## config.mk

```make
export PLATFORM = sky130hd
export DESIGN_NAME = uart_bus_master
export DESIGN_NICKNAME = d
export VERILOG_FILES = /design/src/rtl/uart_bus_master.sv
export SDC_FILE = /design/constraint.sdc
export NUM_CORES = 1
export LEC_CHECK = 0
export BUFFER_PORTS_ARGS = -buffer_cell sky130_fd_sc_hd__buf_2
export CORE_MARGIN = 2
export CORE_UTILIZATION = 36
export CTS_CLUSTER_SIZE = 14
export DETAILED_ROUTE_END_ITERATION = 10
export PLACE_DENSITY = 0.54
export SYNTH_ARGS = -nofsm -noshare
export SYNTH_HDL_FRONTEND = slang
export SYNTH_SLANG_ARGS = --single-unit
```

## constraint.sdc

```tcl
create_clock -name clk -period 3.8 [get_ports clk]
set_input_delay 0.76 -clock clk [delete_from_list [all_inputs] [get_ports clk]]
set_output_delay 0.76 -clock clk [all_outputs]
set_load 0.005 [all_outputs]
```

## src/rtl/uart_bus_master.sv

```systemverilog
// rtl/uart_bus_master.sv - UART byte-stream to native valid/ready memory bus bridge
module uart_bus_master #(
    parameter int unsigned TIMEOUT     = 1024,
    parameter int unsigned GAP_TIMEOUT = 100000
) (
    input  logic        clk,
    input  logic        reset_n,
    input  logic        rx_valid,
    input  logic [7:0]  rx_data,
    output logic        rx_ready,
    output logic        tx_valid,
    output logic [7:0]  tx_data,
    input  logic        tx_ready,
    output logic        mem_valid,
    output logic [31:0] mem_addr,
    output logic [31:0] mem_wdata,
    output logic [3:0]  mem_wstrb,
    input  logic        mem_ready,
    input  logic [31:0] mem_rdata,
    output logic        busy
);
    typedef enum logic [2:0] {S_IDLE, S_ADDR, S_DATA, S_BUS, S_RESP} state_t;

    localparam logic [7:0]  CMD_W     = 8'h57;
    localparam logic [7:0]  CMD_R     = 8'h52;
    localparam logic [7:0]  RSP_K     = 8'h4B;
    localparam logic [7:0]  RSP_Q     = 8'h3F;
    localparam logic [7:0]  RSP_T     = 8'h54;
    localparam logic [31:0] BUS_LIMIT = 32'(TIMEOUT - 1);
    localparam logic [31:0] GAP_LIMIT = 32'(GAP_TIMEOUT - 1);

    state_t      state_q, state_d;
    logic        is_write_q, is_write_d;
    logic [1:0]  cnt_q, cnt_d;
    logic [31:0] addr_q, addr_d;
    logic [31:0] wdata_q, wdata_d;
    logic [31:0] resp_q, resp_d;
    logic [2:0]  resp_left_q, resp_left_d;
    logic [31:0] wait_cnt_q, wait_cnt_d;
    logic [31:0] gap_cnt_q, gap_cnt_d;
    logic        mem_valid_q, mem_valid_d;
    logic [3:0]  mem_wstrb_q, mem_wstrb_d;
    logic        tx_valid_q, tx_valid_d;
    logic [7:0]  tx_data_q, tx_data_d;

    logic        rx_fire;
    logic        gap_expired;
    logic        bus_expired;
    logic [7:0]  byte_in;

    assign rx_ready    = (state_q == S_IDLE) || (state_q == S_ADDR) || (state_q == S_DATA);
    assign rx_fire     = rx_valid && rx_ready;
    assign gap_expired = (GAP_TIMEOUT != 0) && (gap_cnt_q == GAP_LIMIT);
    assign bus_expired = (TIMEOUT != 0) && (wait_cnt_q == BUS_LIMIT);
    // Host-supplied address bits [1:0] are dropped as the first address byte arrives.
    assign byte_in     = (state_q == S_ADDR && cnt_q == 2'd0) ? {rx_data[7:2], 2'b00} : rx_data;

    always_comb begin
        state_d     = state_q;
        is_write_d  = is_write_q;
        cnt_d       = cnt_q;
        addr_d      = addr_q;
        wdata_d     = wdata_q;
        resp_d      = resp_q;
        resp_left_d = resp_left_q;
        wait_cnt_d  = wait_cnt_q;
        gap_cnt_d   = gap_cnt_q;
        mem_valid_d = mem_valid_q;
        mem_wstrb_d = mem_wstrb_q;
        tx_valid_d  = tx_valid_q;
        tx_data_d   = tx_data_q;

        unique case (state_q)
            S_IDLE: begin
                if (rx_fire) begin
                    if (rx_data == CMD_W || rx_data == CMD_R) begin
                        is_write_d = (rx_data == CMD_W);
                        cnt_d      = 2'd0;
                        gap_cnt_d  = 32'd0;
                        state_d    = S_ADDR;
                    end else begin
                        tx_valid_d  = 1'b1;
                        tx_data_d   = RSP_Q;
                        resp_left_d = 3'd1;
                        state_d     = S_RESP;
                    end
                end
            end
            S_ADDR, S_DATA: begin
                if (rx_fire) begin
                    if (state_q == S_ADDR) begin
                        addr_d[{cnt_q, 3'b000} +: 8] = byte_in;
                    end else begin
                        wdata_d[{cnt_q, 3'b000} +: 8] = byte_in;
                    end
                    cnt_d     = cnt_q + 2'd1;
                    gap_cnt_d = 32'd0;
                    if (cnt_q == 2'd3) begin
                        if (state_q == S_ADDR && is_write_q) begin
                            state_d = S_DATA;
                        end else begin
                            state_d     = S_BUS;
                            mem_valid_d = 1'b1;
                            mem_wstrb_d = is_write_q ? 4'b1111 : 4'b0000;
                            wait_cnt_d  = 32'd0;
                        end
                    end
                end else if (gap_expired) begin
                    state_d = S_IDLE;
                end else begin
                    gap_cnt_d = gap_cnt_q + 32'd1;
                end
            end
            S_BUS: begin
                // Completion wins over a timeout reached in the same cycle.
                if (mem_valid_q && mem_ready) begin
                    mem_valid_d = 1'b0;
                    tx_valid_d  = 1'b1;
                    state_d     = S_RESP;
                    if (is_write_q) begin
                        tx_data_d   = RSP_K;
                        resp_left_d = 3'd1;
                    end else begin
                        tx_data_d   = mem_rdata[7:0];
                        resp_d      = {8'h00, mem_rdata[31:8]};
                        resp_left_d = 3'd4;
                    end
                end else if (bus_expired) begin
                    mem_valid_d = 1'b0;
                    tx_valid_d  = 1'b1;
                    tx_data_d   = RSP_T;
                    resp_left_d = 3'd1;
                    state_d     = S_RESP;
                end else begin
                    wait_cnt_d = wait_cnt_q + 32'd1;
                end
            end
            S_RESP: begin
                if (tx_valid_q && tx_ready) begin
                    if (resp_left_q == 3'd1) begin
                        tx_valid_d = 1'b0;
                        state_d    = S_IDLE;
                    end else begin
                        tx_data_d   = resp_q[7:0];
                        resp_d      = {8'h00, resp_q[31:8]};
                        resp_left_d = resp_left_q - 3'd1;
                    end
                end
            end
            default: state_d = S_IDLE;
        endcase
    end

    always_ff @(posedge clk) begin
        if (!reset_n) begin
            state_q     <= S_IDLE;
            is_write_q  <= 1'b0;
            cnt_q       <= 2'd0;
            addr_q      <= 32'd0;
            wdata_q     <= 32'd0;
            resp_q      <= 32'd0;
            resp_left_q <= 3'd0;
            wait_cnt_q  <= 32'd0;
            gap_cnt_q   <= 32'd0;
            mem_valid_q <= 1'b0;
            mem_wstrb_q <= 4'b0000;
            tx_valid_q  <= 1'b0;
            tx_data_q   <= 8'h00;
        end else begin
            state_q     <= state_d;
            is_write_q  <= is_write_d;
            cnt_q       <= cnt_d;
            addr_q      <= addr_d;
            wdata_q     <= wdata_d;
            resp_q      <= resp_d;
            resp_left_q <= resp_left_d;
            wait_cnt_q  <= wait_cnt_d;
            gap_cnt_q   <= gap_cnt_d;
            mem_valid_q <= mem_valid_d;
            mem_wstrb_q <= mem_wstrb_d;
            tx_valid_q  <= tx_valid_d;
            tx_data_q   <= tx_data_d;
        end
    end

    assign mem_valid = mem_valid_q;
    assign mem_addr  = addr_q;
    assign mem_wdata = wdata_q;
    assign mem_wstrb = mem_wstrb_q;
    assign tx_valid  = tx_valid_q;
    assign tx_data   = tx_data_q;
    assign busy      = (state_q != S_IDLE);
endmodule

```

### Word level (Yosys, flattened, before mapping)

Index checks and enable logic that the tools add are counted.

* bits in registers: 183
* bits in latches: 0
* RAM bits: 0
* bits in read-only memories: 0
* input port bits: 45
* output and inout bits: 80
* memories: 0

* $add $sub $neg: 5
* multipliers: 0
* divide/modulo/power cells: 0
* $lt $le $gt $ge: 0
* equal/unequal tests: 27
* shift-type cells: 2
* mux-type cells: 64
* bitwise operators: 2
* reduce and logical (&&, ||, !) cells: 28

Operator list (number)
* $mux W32: 13
* $pmux W32 S2: 3
* $add A32 B1 Y32 const B: 2
* $bwmux W32: 2
* $mux W8: 7
* $mux W3: 16
* $eq A32 B10 Y1 const B: 1
* $eq A32 B17 Y1 const B: 1
* $shift A8 B7 Y32 const A: 1
* $shiftx A8 B7 Y32: 1
* $ne A2 B2 Y1 const B: 12
* $pmux W8 S3: 1
* $reduce_and A6 Y1: 4
* $eq A8 B7 Y1 const B: 2
* $mux W1: 12
* $ne A3 B3 Y1 const B: 4
* $pmux W3 S4: 1
* $reduce_and A4 Y1: 3
* $reduce_and A5 Y1: 2
* $pmux W3 S3: 1
* $reduce_and A3 Y1: 3
* $mux W2: 4
* $neg A5 Y7: 1
* $eq A3 B1 Y1 const B: 2
* 18 further kinds: 29

### Logic depth before layout (Yosys ltp)

* depth in word-level cells: 6
* depth in mapped cells: 9

### Worst setup path before layout

OpenSTA, ideal clock, no wires.

* kind: input port to flip-flop
* from: in rx_valid
* to: reg wait_cnt_q[24]
* arrival: 2365 ps
* slack: 1364 ps
* stages: 8
* cells stage by stage: buf_2 nand2b_1 buf_2 a211oi_2 o22ai_1 or2_1 or4_1 a21oi_1

* longest elaborated chain between the ends: 3

Ends and longest elaborated chain
* from (decl): line 8 `input logic rx_valid,`
* $logic_and A1 B1 Y1: line 52 `assign rx_fire = rx_valid && rx_ready;`
* $ne A2 B2 Y1 (no line)
* $reduce_and A6 Y1 (no line)
* to (signal assigned): line 177 `wait_cnt_q <= wait_cnt_d;`
* to (decl): line 39 `logic [31:0] wait_cnt_q, wait_cnt_d;`

No other way between the ends.
A chain may end at the register's enable or synchronous reset.

### Worst setup path in the final report

* from: reg state_q[0]
* to: reg wait_cnt_q[24]

* longest elaborated chain between the ends: 6

Ends and longest elaborated chain
* from (decl): line 32 `state_t state_q, state_d;`
* from (signal assigned): line 170 `state_q <= state_d;`
* $eq A3 B1 Y1 or $logic_not A3 Y1 (tied branches): line 51, 73, 99
* $logic_or A1 B1 Y1 (2 in series): line 51 `assign rx_ready = (state_q == S_IDLE) || (state_q == S_ADDR) || (state_q == S_DATA);`
* $logic_and A1 B1 Y1: line 52
* $ne A2 B2 Y1 (no line)
* $reduce_and A6 Y1 (no line)

Several ways; a longest one is shown, not always the timed one.

==> results.md <==
* RSZ-0062 raised after global routing: false
* Routed wire length at around 24,000 um
* Worst stage delay on the critical path at roughly 0.75 ns
* Outcome: finished, final reports clean
* Filler cells at approximately 2,300
* Core Area at about 22,000 um2
* CTS buffer count at 17
* Slew margin rel. at slightly below 50%
* Min cycle time layout at around 2.7 ns
* Combinational power share at 6.9%
* ANT cells at 0
* Final period util at between 70% and 80%
* DIE HEIGHT at ~150 um
* Hold EP: mem_wdata[28]$_SDFFE_PN0P_
* # Post-CTS Setup Buffers at 0
* DRT iter0 DRCs at between 600 and 700
* Final ANT Viol Nets at 0
* FF-to-FF path depth at 7
* Worst-path fanout max at 32
* Synth Flop Type: dfxtp_1
* IO buf count at around 120
* Final #Nets at roughly 1,200
* CP max stage cell: dfxtp_1
* Yosys warnings at 0
* # hold bufs at CTS at 0
* Die area at around 24,000 um2
* Die Wd at about 150 um
* First-pass GRT wire length at slightly below 40,000 um
* Crit path capture type: flop
* Sequential power share at 45.6%
* Post-synth EDFFs at 0
* GR Overflow Total at 0
* Seq cells post-synth at between 150 and 200
* Share of flip-flops with an asynchronous set or reset at 0%
* Cell area after synthesis at between 8000 and 9000 um2
* Vias per inst at 5.60
* Final setup viols at 0
* CP startpoint kind: flop
* FF-to-FF End: wait_cnt_q[24]$_SDFFE_PN0P_
* Top cell type's share of synthesized area at 42.7%
* Worst R2R Setup Slack at approximately 1.1 ns
* Reg clk slew, reported paths at 0.06 ns
* Synth cell types at 69
* Max Cap Viol at 0
* Sw Ratio at 24.6%
* Int Pwr at about 3.1 mW
* Crit path max-delay family: simple AND/OR/NAND/NOR gates
* # DRC at 0
* VDD IR max at roughly 0.26 mV
* Largest net degree at the start of global routing at 63
* Crit path buf inv count at 1
* H-tree level count at 4
* Hold wc startpoint: mem_wdata[28]$_SDFFE_PN0P_
* Root buf cell: clkbuf_16
* Cell taking the most area after synthesis: dfxtp_1
* Hold Path Stages at 2
* Avg Synthesized Cell Area at 7.91 um2
* Commonest non-fill, non-tap cell in the layout: dfxtp_1
* Drt wl/cell at about 17 um
* Slew of the pin with the lowest slew margin at ~0.75 ns
* Max Freq at 375 MHz
* Synth-to-Final Area Change at 18.4%
* Final core occ at 43.7%
* Initial core utilization at 36.9%
* Antenna violations before repair at 0
* CTS Buffer Depth at 2
* CP Depth at 7
* Synth Instances at 1,021
* Vias in the first global route at 7,139
* Critical path class: flop to flop
* Pins Over Slew Limit at 0
* IO Pins at about 130
* Final Hold Viols at 0
* Via count at about 8,000
* Row cnt at 54
* PwrDens at roughly 420 nW/um2
* Seq/Total Area, Yosys at between 40% and 50%
* Worst path cell trace: nand2b_1 -> a211oi_2 -> o22ai_2 -> buf_4 -> or2_1 -> or4_1 -> a21oi_1
* Crit Reg-Reg Startpoint: state_q[0]$_SDFFE_PN0P_
* Clk pwr share at about 47%
* Largest cells by area after synthesis: dfxtp_1, nand2_1, a21oi_1
* Total GRT Usage at 20.0%
* Clk sinks at between 150 and 200
* Gpl congestion at ~0.8
* Initial DRT Pass Iterations at 5
* P_sw at around 1000 uW
* HP Class: flop to flop
* Post-CTS sizing at 0
* DP HPWL at ~16,000 um
* Worst-Skew Late Latency at between 0.4 and 0.5 ns
* CP required at around 4.2 ns
* Most frequent cells in the layout: dfxtp_1, nand2_1, buf_2, a21oi_1, nor2_1
* Mapped Nets at between 1,000 and 1,500
* WP data arrival at about 3.0 ns
* Static leakage at 3.43 nW
* Layout cells sized above 1 at a little under a fifth
* Post-route setup TNS at 0 ns
* TritonCTS clock tree: yes
* Final clock skew at 0.0142 ns
## cell families (layout without fill, tap and decap cells)
group | after synthesis | count (layout) | synth area share [%]
flip-flops | 172 | 172 | 42.7
XOR/XNOR | 29 | 29 | 3.15
adder cells (fa/ha/maj) | 9 | 9 | 1.39
buffers and inverters | 100 | 198 | 5.18
AO/OA/AOI/OAI | 223 | 223 | 17.3
multiplexers | 3 | 3 | 0.372
AND/OR/NAND/NOR | 485 | 485 | 30.0
## cells in the mapped netlist, types with 3 or more instances
cell      instances
a22oi_1          15
dfxtp_1         172
a31oi_1           7
nand3_1          41
a21o_1            4
o21ai_0          36
or3_1             8
a21oi_1          95
nor2b_1           5
a211o_1           3
buf_4             5
clkbuf_1         62
a311oi_1         16
o211ai_1          9
and3_1            6
nor2_1           94
ha_1              9
o31ai_1           4
xnor2_1          29
nor4bb_1          3
and4_1            4
nor3b_1           6
o21a_1            5
o41ai_1           5
nor4_1           21
nand2b_1          7
or4_1             6
inv_1            16
nand2_1         150
buf_2            13
mux2i_1           3
nor3_1           40
nand4_1          73
## state kept, by name, summed over array words and instances, names as in the netlist
| signal | count |
|---|---|
| cnt_q | 2 |
| tx_data | 8 |
| resp_left_q | 3 |
| mem_wdata | 32 |
| mem_wstrb | 1 |
| mem_valid | 1 |
| tx_valid | 1 |
| gap_cnt_q | 32 |
| state_q | 3 |
| mem_addr | 32 |
| wait_cnt_q | 32 |
| is_write_q | 1 |
| resp_q | 24 |
## through the flow
step	total power, mW	hold slack (ns)	std cells	instance area [um2]	worst slack, ns
after floorplan	2.07	0.441	1021	8070	1.36
after global placement	2.18	0.442	1367	8920	0.937
after detailed placement	2.18	0.445	1367	8920	0.858
after CTS	4.10	0.456	1399	9560	1.13
after global routing	4.21	0.469	1399	9560	0.935
final	4.06	0.455	1399	9560	1.14
## worst register-to-register path, stage by stage, from the launching register on
cell and delay (ns):
dfxtp_1 0.75, nand2b_1 0.18, a211oi_2 0.33, o22ai_2 0.12, buf_4 0.24, or2_1 0.32
or4_1 0.50, a21oi_1 0.14
## layer usage
layer	vias to the layer above	global-route usage (%)	wire, um
li1	3855	-	-
met1	3740	28.4	11200
met2	224	30.3	11000
met3	20	4.40	1460
met4	0	6.51	315
met5	-	0	0
## how the worst max path moves through the flow
stage | start | end | slack, ns
6_report | state_q[0]$_SDFFE_PN0P_ | wait_cnt_q[24]$_SDFFE_PN0P_ | 1.14
5_1_grt | state_q[0]$_SDFFE_PN0P_ | tx_data[7]$_SDFFE_PN0P_ | 0.94
4_1_cts | state_q[0]$_SDFFE_PN0P_ | tx_data[3]$_SDFFE_PN0P_ | 1.13
3_5_place_dp | rx_data[3] | gap_cnt_q[11]$_SDFFE_PN0P_ | 0.86
3_3_place_gp | rx_data[3] | gap_cnt_q[12]$_SDFFE_PN0P_ | 0.94
2_1_floorplan | rx_valid | wait_cnt_q[24]$_SDFFE_PN0P_ | 1.36
## power groups by stage
stage / Clock, mW / Sequential [mW] / Combinational [mW]
2_1_floorplan: 0 / 1.89 / 0.183
3_3_place_gp: 0 / 1.89 / 0.283
3_5_place_dp: 0 / 1.90 / 0.285
4_1_cts: 1.96 / 1.85 / 0.285
5_1_grt: 2.03 / 1.86 / 0.317
6_report: 1.93 / 1.85 / 0.281
## layout make-up
class	count	area (um2)	area share, %
multi-input cells	749	4240	44.3
flip-flops and latches	172	3440	36.0
repair buffers	149	821	8.59
clock buffers	18	439	4.59
well taps	280	350	3.66
clock inverters	14	203	2.12
inverters	17	65.1	0.681
Note: power is estimated with default switching activity, not from simulation.
